## src/rtl/alu_adder_pkg.sv

```systemverilog
// Shared defaults and per-stage control payload for the pipelined ALU adder.
// Width-dependent payload (operands, partial sum, tag) lives beside this struct in each stage.
package alu_adder_pkg;

    localparam int WIDTH_DEF  = 32;
    localparam int STAGES_DEF = 4;
    localparam int TAG_W_DEF  = 5;

    // carry: carry-in on the way into a stage, carry-out once registered
    typedef struct packed {
        logic valid;
        logic sub;
        logic sign;
        logic sat;
        logic eq;
        logic carry;
    } stage_ctrl_t;

endpackage

```

## src/rtl/alu_adder_seg.sv

```systemverilog
// One SEG-bit add-with-carry-in segment; B is inverted locally for subtract.
// Equality compares the raw operands so it is independent of the operation.
module alu_adder_seg #(
    parameter int SEG = 8
) (
    input  logic [SEG-1:0] a,
    input  logic [SEG-1:0] b,
    input  logic           sub,
    input  logic           cin,
    output logic [SEG-1:0] sum,
    output logic           cout,
    output logic           eq
);

    logic [SEG-1:0] xb;
    logic [SEG:0]   full;

    assign xb   = b ^ {SEG{sub}};
    assign full = {1'b0, a} + {1'b0, xb} + {{SEG{1'b0}}, cin};
    assign sum  = full[SEG-1:0];
    assign cout = full[SEG];
    assign eq   = (a == b);

endmodule

```

## src/rtl/alu_adder_pipe.sv

```systemverilog
// Pipelined add/subtract with Z/V/N flags, one carry segment per stage, global stall.
// Optional saturation is enabled by defining ALU_ADDER_SAT_EN (adds the sat port).
module alu_adder_pipe
    import alu_adder_pkg::*;
#(
    parameter int WIDTH  = WIDTH_DEF,
    parameter int STAGES = STAGES_DEF,
    parameter int TAG_W  = TAG_W_DEF
) (
    input  logic             clk,
    input  logic             reset,
    input  logic             in_valid,
    output logic             in_ready,
    input  logic [WIDTH-1:0] a,
    input  logic [WIDTH-1:0] b,
    input  logic             sub,
    input  logic             sign,
`ifdef ALU_ADDER_SAT_EN
    input  logic             sat,
`endif
    input  logic [TAG_W-1:0] tag,
    output logic             out_valid,
    input  logic             out_ready,
    output logic [WIDTH-1:0] s,
    output logic             z,
    output logic             v,
    output logic             n,
    output logic [TAG_W-1:0] out_tag
);

    localparam int SEG  = WIDTH / STAGES;
    localparam int LAST = STAGES - 1;

    stage_ctrl_t      ctrl_tap [STAGES];
    logic [WIDTH-1:0] a_tap    [STAGES];
    logic [WIDTH-1:0] b_tap    [STAGES];
    logic [WIDTH-1:0] s_tap    [STAGES];
    logic [TAG_W-1:0] tag_tap  [STAGES];

    logic stall;

    assign stall    = ctrl_tap[LAST].valid & ~out_ready;
    assign in_ready = ~stall & ~reset;

    genvar gi;
    generate
        for (gi = 0; gi < STAGES; gi++) begin : g_stage
            stage_ctrl_t      ctrl_i, ctrl_reg;
            logic [WIDTH-1:0] a_i, b_i, s_i;
            logic [WIDTH-1:0] a_reg, b_reg, s_reg;
            logic [TAG_W-1:0] tag_i, tag_reg;
            logic [SEG-1:0]   seg_sum;
            logic             seg_cout, seg_eq;

            if (gi == 0) begin : g_first
                always_comb begin
                    ctrl_i       = '0;
                    ctrl_i.valid = in_valid;
                    ctrl_i.sub   = sub;
                    ctrl_i.sign  = sign;
`ifdef ALU_ADDER_SAT_EN
                    ctrl_i.sat   = sat;
`endif
                    ctrl_i.eq    = 1'b1;
                    ctrl_i.carry = sub;
                end
                assign a_i   = a;
                assign b_i   = b;
                assign s_i   = '0;
                assign tag_i = tag;
            end else begin : g_next
                assign ctrl_i = ctrl_tap[gi-1];
                assign a_i    = a_tap[gi-1];
                assign b_i    = b_tap[gi-1];
                assign s_i    = s_tap[gi-1];
                assign tag_i  = tag_tap[gi-1];
            end

            alu_adder_seg #(.SEG(SEG)) u_seg (
                .a    (a_i[gi*SEG +: SEG]),
                .b    (b_i[gi*SEG +: SEG]),
                .sub  (ctrl_i.sub),
                .cin  (ctrl_i.carry),
                .sum  (seg_sum),
                .cout (seg_cout),
                .eq   (seg_eq)
            );

            // Bubbles advance like ops; only a downstream stall freezes the whole pipe
            always_ff @(posedge clk) begin
                if (reset) begin
                    ctrl_reg <= '0;
                    a_reg    <= '0;
                    b_reg    <= '0;
                    s_reg    <= '0;
                    tag_reg  <= '0;
                end else if (!stall) begin
                    ctrl_reg       <= ctrl_i;
                    ctrl_reg.eq    <= ctrl_i.eq & seg_eq;
                    ctrl_reg.carry <= seg_cout;
                    a_reg          <= a_i;
                    b_reg          <= b_i;
                    s_reg          <= s_i;
                    s_reg[gi*SEG +: SEG] <= seg_sum;
                    tag_reg        <= tag_i;
                end
            end

            assign ctrl_tap[gi] = ctrl_reg;
            assign a_tap[gi]    = a_reg;
            assign b_tap[gi]    = b_reg;
            assign s_tap[gi]    = s_reg;
            assign tag_tap[gi]  = tag_reg;
        end
    endgenerate

    logic a_msb, xb_msb, s_msb, c_out, v_raw;

    assign a_msb  = a_tap[LAST][WIDTH-1];
    assign xb_msb = b_tap[LAST][WIDTH-1] ^ ctrl_tap[LAST].sub;
    assign s_msb  = s_tap[LAST][WIDTH-1];
    assign c_out  = ctrl_tap[LAST].carry;
    assign v_raw  = (a_msb == xb_msb) & (s_msb != a_msb);

    assign out_valid = ctrl_tap[LAST].valid;
    assign out_tag   = tag_tap[LAST];
    assign z         = ctrl_tap[LAST].eq;
    assign v         = ctrl_tap[LAST].sign & v_raw;
    // Signed: true less-than / exact-result sign; unsigned: borrow or carry-out
    assign n = ctrl_tap[LAST].sign ? (s_msb ^ v_raw)
                                   : (ctrl_tap[LAST].sub ? ~c_out : c_out);

`ifdef ALU_ADDER_SAT_EN
    logic ovf;

    always_comb begin
        ovf = ctrl_tap[LAST].sign ? v_raw : (ctrl_tap[LAST].sub ? ~c_out : c_out);
        s   = s_tap[LAST];
        if (ctrl_tap[LAST].sat && ovf) begin
            if (ctrl_tap[LAST].sign)
                s = a_msb ? {1'b1, {(WIDTH-1){1'b0}}} : {1'b0, {(WIDTH-1){1'b1}}};
            else
                s = ctrl_tap[LAST].sub ? '0 : '1;
        end
    end
`else
    assign s = s_tap[LAST];
`endif

endmodule

```

## config.mk

```make
export PLATFORM = sky130hd
export DESIGN_NAME = alu_adder_pipe
export DESIGN_NICKNAME = d
export VERILOG_FILES = /design/src/rtl/alu_adder_pkg.sv /design/src/rtl/alu_adder_seg.sv /design/src/rtl/alu_adder_pipe.sv
export SDC_FILE = /design/constraint.sdc
export NUM_CORES = 1
export LEC_CHECK = 0
export CORE_ASPECT_RATIO = 1.1
export CORE_MARGIN = 2
export CORE_UTILIZATION = 40
export DETAILED_ROUTE_END_ITERATION = 8
export PLACE_DENSITY_LB_ADDON = 0.3
export REMOVE_ABC_BUFFERS = 1
export SYNTH_ARGS = -nofsm -noshare
export SYNTH_HDL_FRONTEND = slang
export SYNTH_SLANG_ARGS = --single-unit
```

## constraint.sdc

```tcl
create_clock -name clk -period 3.8 [get_ports clk]
set_clock_uncertainty 0.15 [all_clocks]
set_input_delay 0.76 -clock clk [delete_from_list [all_inputs] [get_ports clk]]
set_output_delay 0.76 -clock clk [all_outputs]
set_load 0.02 [all_outputs]
```

==> flow_metrics.env, run 1 <==
export IMPL_status="completed"
export IMPL_peakVddDrop_v=0.000284
export IMPL_final_hold_viol_count=0
export IMPL_yosysWarnings=0
export IMPL_via_per_inst=5.00
export IMPL_syn_avg_cell_area_um2=7.95
export IMPL_endpoint="in_ready"
export IMPL_crit_path_start="out_ready"
export IMPL_synth_common_cells="nand2_1 (376), dfxtp_1 (218), a21oi_1 (207)"
export IMPL_clk_latency_ns=0.50
export IMPL_slew_violations=0
export IMPL_die_w_um=151
export IMPL_synth_flop_cell="dfxtp_1"
export IMPL_postCtsHoldBufs=0
export IMPL_critical_path_class="input pin to output pin"
export IMPL_maxSlewHeadroom_pct=34.2
export IMPL_htreeDepth=1
export IMPL_yosysMostFrequentCell="nand2_1"
export IMPL_cts_sinks=218
export IMPL_cts_max_path_buffers=3
export IMPL_nets=1385
export IMPL_grt_start_max_net_pins=220
export IMPL_synth_area_top_cells="dfxtp_1 (46%), nand2_1 (15%), a21oi_1 (11%)"
export IMPL_fin_crit_sh_pct=83.7
export IMPL_worstPathRequired_ns=2.89
export IMPL_antenna_found_initial=1
export IMPL_fp_row_count=59
export IMPL_cts_resized=0
export IMPL_portBuffers=116
export IMPL_overflow=0
export IMPL_dp_hpwl_um=13600
export IMPL_worstPathMaxFanout=2
export IMPL_netlist_top_cell_by_area="dfxtp_1"
export IMPL_r2r_slack_ns=1.19
export IMPL_synthDistinctLibCells=48
export IMPL_reg2reg_depth=7
export IMPL_cp_start_kind="input pin"
export IMPL_fin_area_um2=11700
export IMPL_syn_area_um2=9520
export IMPL_drtIter0Drc=350
export IMPL_ant_nets=0
export IMPL_core_area_um2=23500
export IMPL_drc=0
export IMPL_worstHoldPathType="input pin to flop"
export IMPL_synth_yosys_seq_area_share_pct=45.8
export IMPL_clkTransAtPathRegs_ns=0.06
export IMPL_syn_inst=1198
export IMPL_die_area_um2=25100
export IMPL_async_flop_share_pct=0
export IMPL_finalSetupViolCount=0
export IMPL_cap_viol_max_count=0
export IMPL_worst_hold_slack_ns=0.294
export IMPL_worstMarginPinSlew_ns=0.986
export IMPL_dp_cells=1555
export IMPL_root_buffer="clkbuf_16"
export IMPL_wire_per_inst_um=13.4
export IMPL_synth_top_cell_area_share_pct=45.8
export IMPL_worstPathArrival_ns=2.27
export IMPL_cts_setup_buffers=0
export IMPL_instances_no_fill=1597
export IMPL_synth_edf_count=0
export IMPL_r2r_end="g_stage[1].s_reg[14]"
export IMPL_grt_pass1_vias=7351
export IMPL_io_pins=117
export IMPL_fp_dieH_um=166
export IMPL_utilization_pct=49.7
export IMPL_grt_pass1_wl_um=35100
export IMPL_ys_ff_latch=218
export IMPL_cellLeakagePower_nw=4.70
export IMPL_routed_wl_um=21400
export IMPL_cts_buffers=23
export IMPL_grtUsageTotal_pct=16.7
export IMPL_dr_pass1_iters=4
export IMPL_critPathCaptureType="output pin"
export IMPL_r2r_start="ctrl_tap[22]"
export IMPL_gp_congestion=0.790
export IMPL_rsz0062_at_grt="no"
export IMPL_min_period_ns=3.18
export IMPL_syn_to_final_growth_pct=22.9
export IMPL_power_density_nw_per_um2=460
export IMPL_cts_tree="done"
export IMPL_max_freq_ghz=0.314
export IMPL_start_util_pct=40.4
export IMPL_drive_gt1_share_pct=4.88
export IMPL_vias=7980
export IMPL_placed_area_um2=10900
-- worst min path at each step --
stage,startpoint,endpoint,cells after the start
after floorplan,ctrl_tap[13],ctrl_tap[13],2
after global placement,s[6],s[6],2
after detailed placement,ctrl_tap[17],ctrl_tap[17],2
after CTS,reset,g_stage[2].s_reg[11],2
after global routing,reset,g_stage[2].s_reg[11],2
final,reset,g_stage[2].s_reg[11],2
-- routing by layer --
layer	global-route usage (%)	up-vias	share of wire [%]
met5	0	-	0
met4	3.37	0	1.3
met1	22.2	3665	46
met3	2.86	24	4.4
li1	-	4172	-
met2	28.3	119	48
-- placed cells by master (no fill, tap or decap), types with 18 or more instances in the layout --
cell type	instances
nand3_1	27
nor3_1	24
ha_1	28
nand2_1	376
clkbuf_16	23
a21oi_1	207
inv_1	18
xor2_1	51
nor2_1	19
clkdlybuf4s50_1	115
dfxtp_1	218
-- where the power goes --
group / total [W] / switching, W / internal [W]
combinational: 0.000616 / 0.000316 / 0.000299
clock: 0.00226 / 0.000882 / 0.00138
sequential: 0.00251 / 0.0000849 / 0.00242
total: 0.00538 / 0.00128 / 0.00410
-- per-stage QoR --
stage / total power, W / setup TNS (ns) / setup slack (ns)
2_1_floorplan: 0.00292 / -1029.99 / -5.39
6_report: 0.00538 / 0 / 0.619
3_5_place_dp: 0.00318 / 0 / 0.581
5_1_grt: 0.00563 / 0 / 0.566
4_1_cts: 0.00546 / 0 / 0.609
3_3_place_gp: 0.00316 / 0 / 0.603
-- worst max-delay path, stage by stage --
cell and delay (ns):
clkdlybuf4s50_1 0.52, nand2b_4 0.18, nand2_1 0.12, inv_1 0.09
clkdlybuf4s50_1 0.60
-- cell families (layout without fill, tap and decap cells) --
family                   Yosys count  count (layout)  share of synthesized area (%)
AO/OA/AOI/OAI                    284             284                           17.0
XOR/XNOR                          67              67                           6.16
adder cells (fa/ha/maj)           36              36                           5.25
buffers and inverters             98             191                           3.95
flip-flops                       218             218                           45.8
multiplexers                       1               1                          0.158
other                              0               1                              0
AND/OR/NAND/NOR                  494             494                           21.7
-- final cells by class --
class                   instances  area [µm²]
repair buffers                132        1330
well taps                     305         382
fillers                      2330       11800
inverters                      18        67.6
multi-input cells             882        4800
flip-flops and latches        218        4360
clock inverters                 8         118
clock buffers                  33         643
diodes                          1        2.50
(Power assumes the default switching activity.)
==> run 2: changes to the inputs <==
clock period = 3.1 ns   (was 3.8 ns; I/O delays follow)
==> run 2 against run 1 <==
- utilization up 0.15 points
- die area is the same
- non-clock buffer count rose by 1
- combinational power rose by 24%
- clock-buffer cell count rose by 4
- register-to-register slack worse by 0.48 ns
- final cell count unchanged
- largest power group unchanged
- via count about the same
- clock power rose by 23%
- first-iteration DRC count fell by 19%
- sequential share of layout area fell by 0.12 points
==> flow_metrics.env, run 2 (same netlist as run 1, synthesis figures left out) <==
export IMPL_status="completed"
export IMPL_power_density_nw_per_um2=563
export IMPL_grt_start_max_net_pins=129
export IMPL_slew_violations=0
export IMPL_reg2reg_depth=8
export IMPL_power_total_w=0.00661
export IMPL_cts_max_path_buffers=3
export IMPL_worstPathMaxFanout=3
export IMPL_antenna_cells=0
export IMPL_start_util_pct=40.4
export IMPL_max_freq_ghz=0.344
export IMPL_utilization_pct=49.9
export IMPL_drtIter0Drc=285
export IMPL_overflow=0
export IMPL_cts_tree="done"
export IMPL_finalSetupViolCount=0
export IMPL_maxSlewHeadroom_pct=34.4
export IMPL_worstPathRequired_ns=2.33
export IMPL_post_place_ws_ns=0.128
export IMPL_fp_dieH_um=166
export IMPL_min_period_ns=2.91
export IMPL_io_pins=117
export IMPL_regArea_um2=4360
export IMPL_die_w_um=151
export IMPL_postCtsHoldBufs=0
export IMPL_worst_hold_slack_ns=0.298
export IMPL_drc=0
export IMPL_grtUsageTotal_pct=16.5
export IMPL_fp_row_count=59
export IMPL_syn_to_final_growth_pct=23.3
export IMPL_cts_buffers=24
export IMPL_htreeDepth=1
export IMPL_vias=7975
export IMPL_placed_area_um2=11000
export IMPL_fin_crit_sh_pct=93.8
export IMPL_grt_pass1_wl_um=35100
export IMPL_worstHoldStart="s[27]"
export IMPL_r2r_end="c_out"
export IMPL_final_hold_viol_count=0
export IMPL_clk_latency_ns=0.51
export IMPL_nets=1387
export IMPL_worstMarginPinSlew_ns=0.984
export IMPL_die_area_um2=25100
export IMPL_cts_resized=0
export IMPL_cts_sinks=218
export IMPL_r2r_start="g_stage[2].b_reg[24]"
export IMPL_clkTransAtPathRegs_ns=0.06
export IMPL_fin_area_um2=11700
export IMPL_drive_gt1_share_pct=5.03
export IMPL_antenna_found_initial=0
export IMPL_core_area_um2=23500
export IMPL_cellLeakagePower_nw=4.72
export IMPL_r2r_slack_ns=0.71
export IMPL_portBuffers=116
export IMPL_worstHoldPathType="flop to flop"
export IMPL_holdPathEnd="s[27]"
export IMPL_grt_pass1_vias=7530
export IMPL_root_buffer="clkbuf_16"
export IMPL_final_cell_mix="nand2_1 (376), dfxtp_1 (218), a21oi_1 (207)"
export IMPL_timing_final_ws_setup_ns=0.191
export IMPL_wire_per_inst_um=13.2
export IMPL_ant_nets=0
export IMPL_critPathCaptureType="output pin"
export IMPL_dp_hpwl_um=13500
export IMPL_worstPathArrival_ns=2.14
export IMPL_cts_setup_buffers=0
export IMPL_multi_input_area_um2=4800
export IMPL_fill_cells=2300
export IMPL_rsz0062_at_grt="no"
export IMPL_routed_wl_um=21100
export IMPL_critical_path_class="input pin to output pin"
export IMPL_peakVddDrop_v=0.000355
export IMPL_final_common_cell="nand2_1"
export IMPL_gp_congestion=0.803
export IMPL_via_per_inst=4.99
export IMPL_cp_start_kind="input pin"
export IMPL_hold_path_depth=2
export IMPL_cap_viol_max_count=0
export IMPL_dr_pass1_iters=4
## run 2: per-stage QoR
step / instances / setup TNS [ns]
2_1_floorplan: 1118 / -1152.49
3_5_place_dp: 1556 / 0
6_report: 1597 / 0
4_1_cts: 1597 / 0
3_3_place_gp: 1556 / 0
5_1_grt: 1597 / 0
## run 2: where the power goes
part / internal (W) / switching, W
registers: 0.00297 / 0.000100
clock network: 0.00169 / 0.00109
logic: 0.000370 / 0.000392
## run 2: worst max-delay path by stage
stage	slack (ns)	start	end
finish	0.19	out_ready	in_ready
global route	0.13	out_ready	in_ready
CTS	0.16	out_ready	in_ready
detailed placement	0.13	sub	g_stage[0].s_reg[7]
global placement	0.17	out_ready	in_ready
floorplan	-5.95	out_ready	g_stage[0].s_reg[7]
## run 2: critical path, stage by stage
cell and delay (ns):
clkdlybuf4s50_1 0.52, nand2b_4 0.20, nand2_1 0.13, inv_1 0.07, clkdlybuf4s50_1 0.59
## run 2: routing by layer
layer | global-route usage [%] | part of all wire (%) | routed length [µm]
met1 | 21.2 | 47 | 9910
met2 | 29.1 | 48 | 10100
met3 | 2.14 | 3.6 | 759
met4 | 4.10 | 1.6 | 330
met5 | 0 | 0 | 0
## run 2: final cells by class
type                    count  area share, %
clock inverters             4          0.416
inverters                  18          0.575
multi-input cells         882           40.9
repair buffers            133           11.5
flip-flops and latches    218           37.2
well taps                 305           3.25
clock buffers              37           6.22
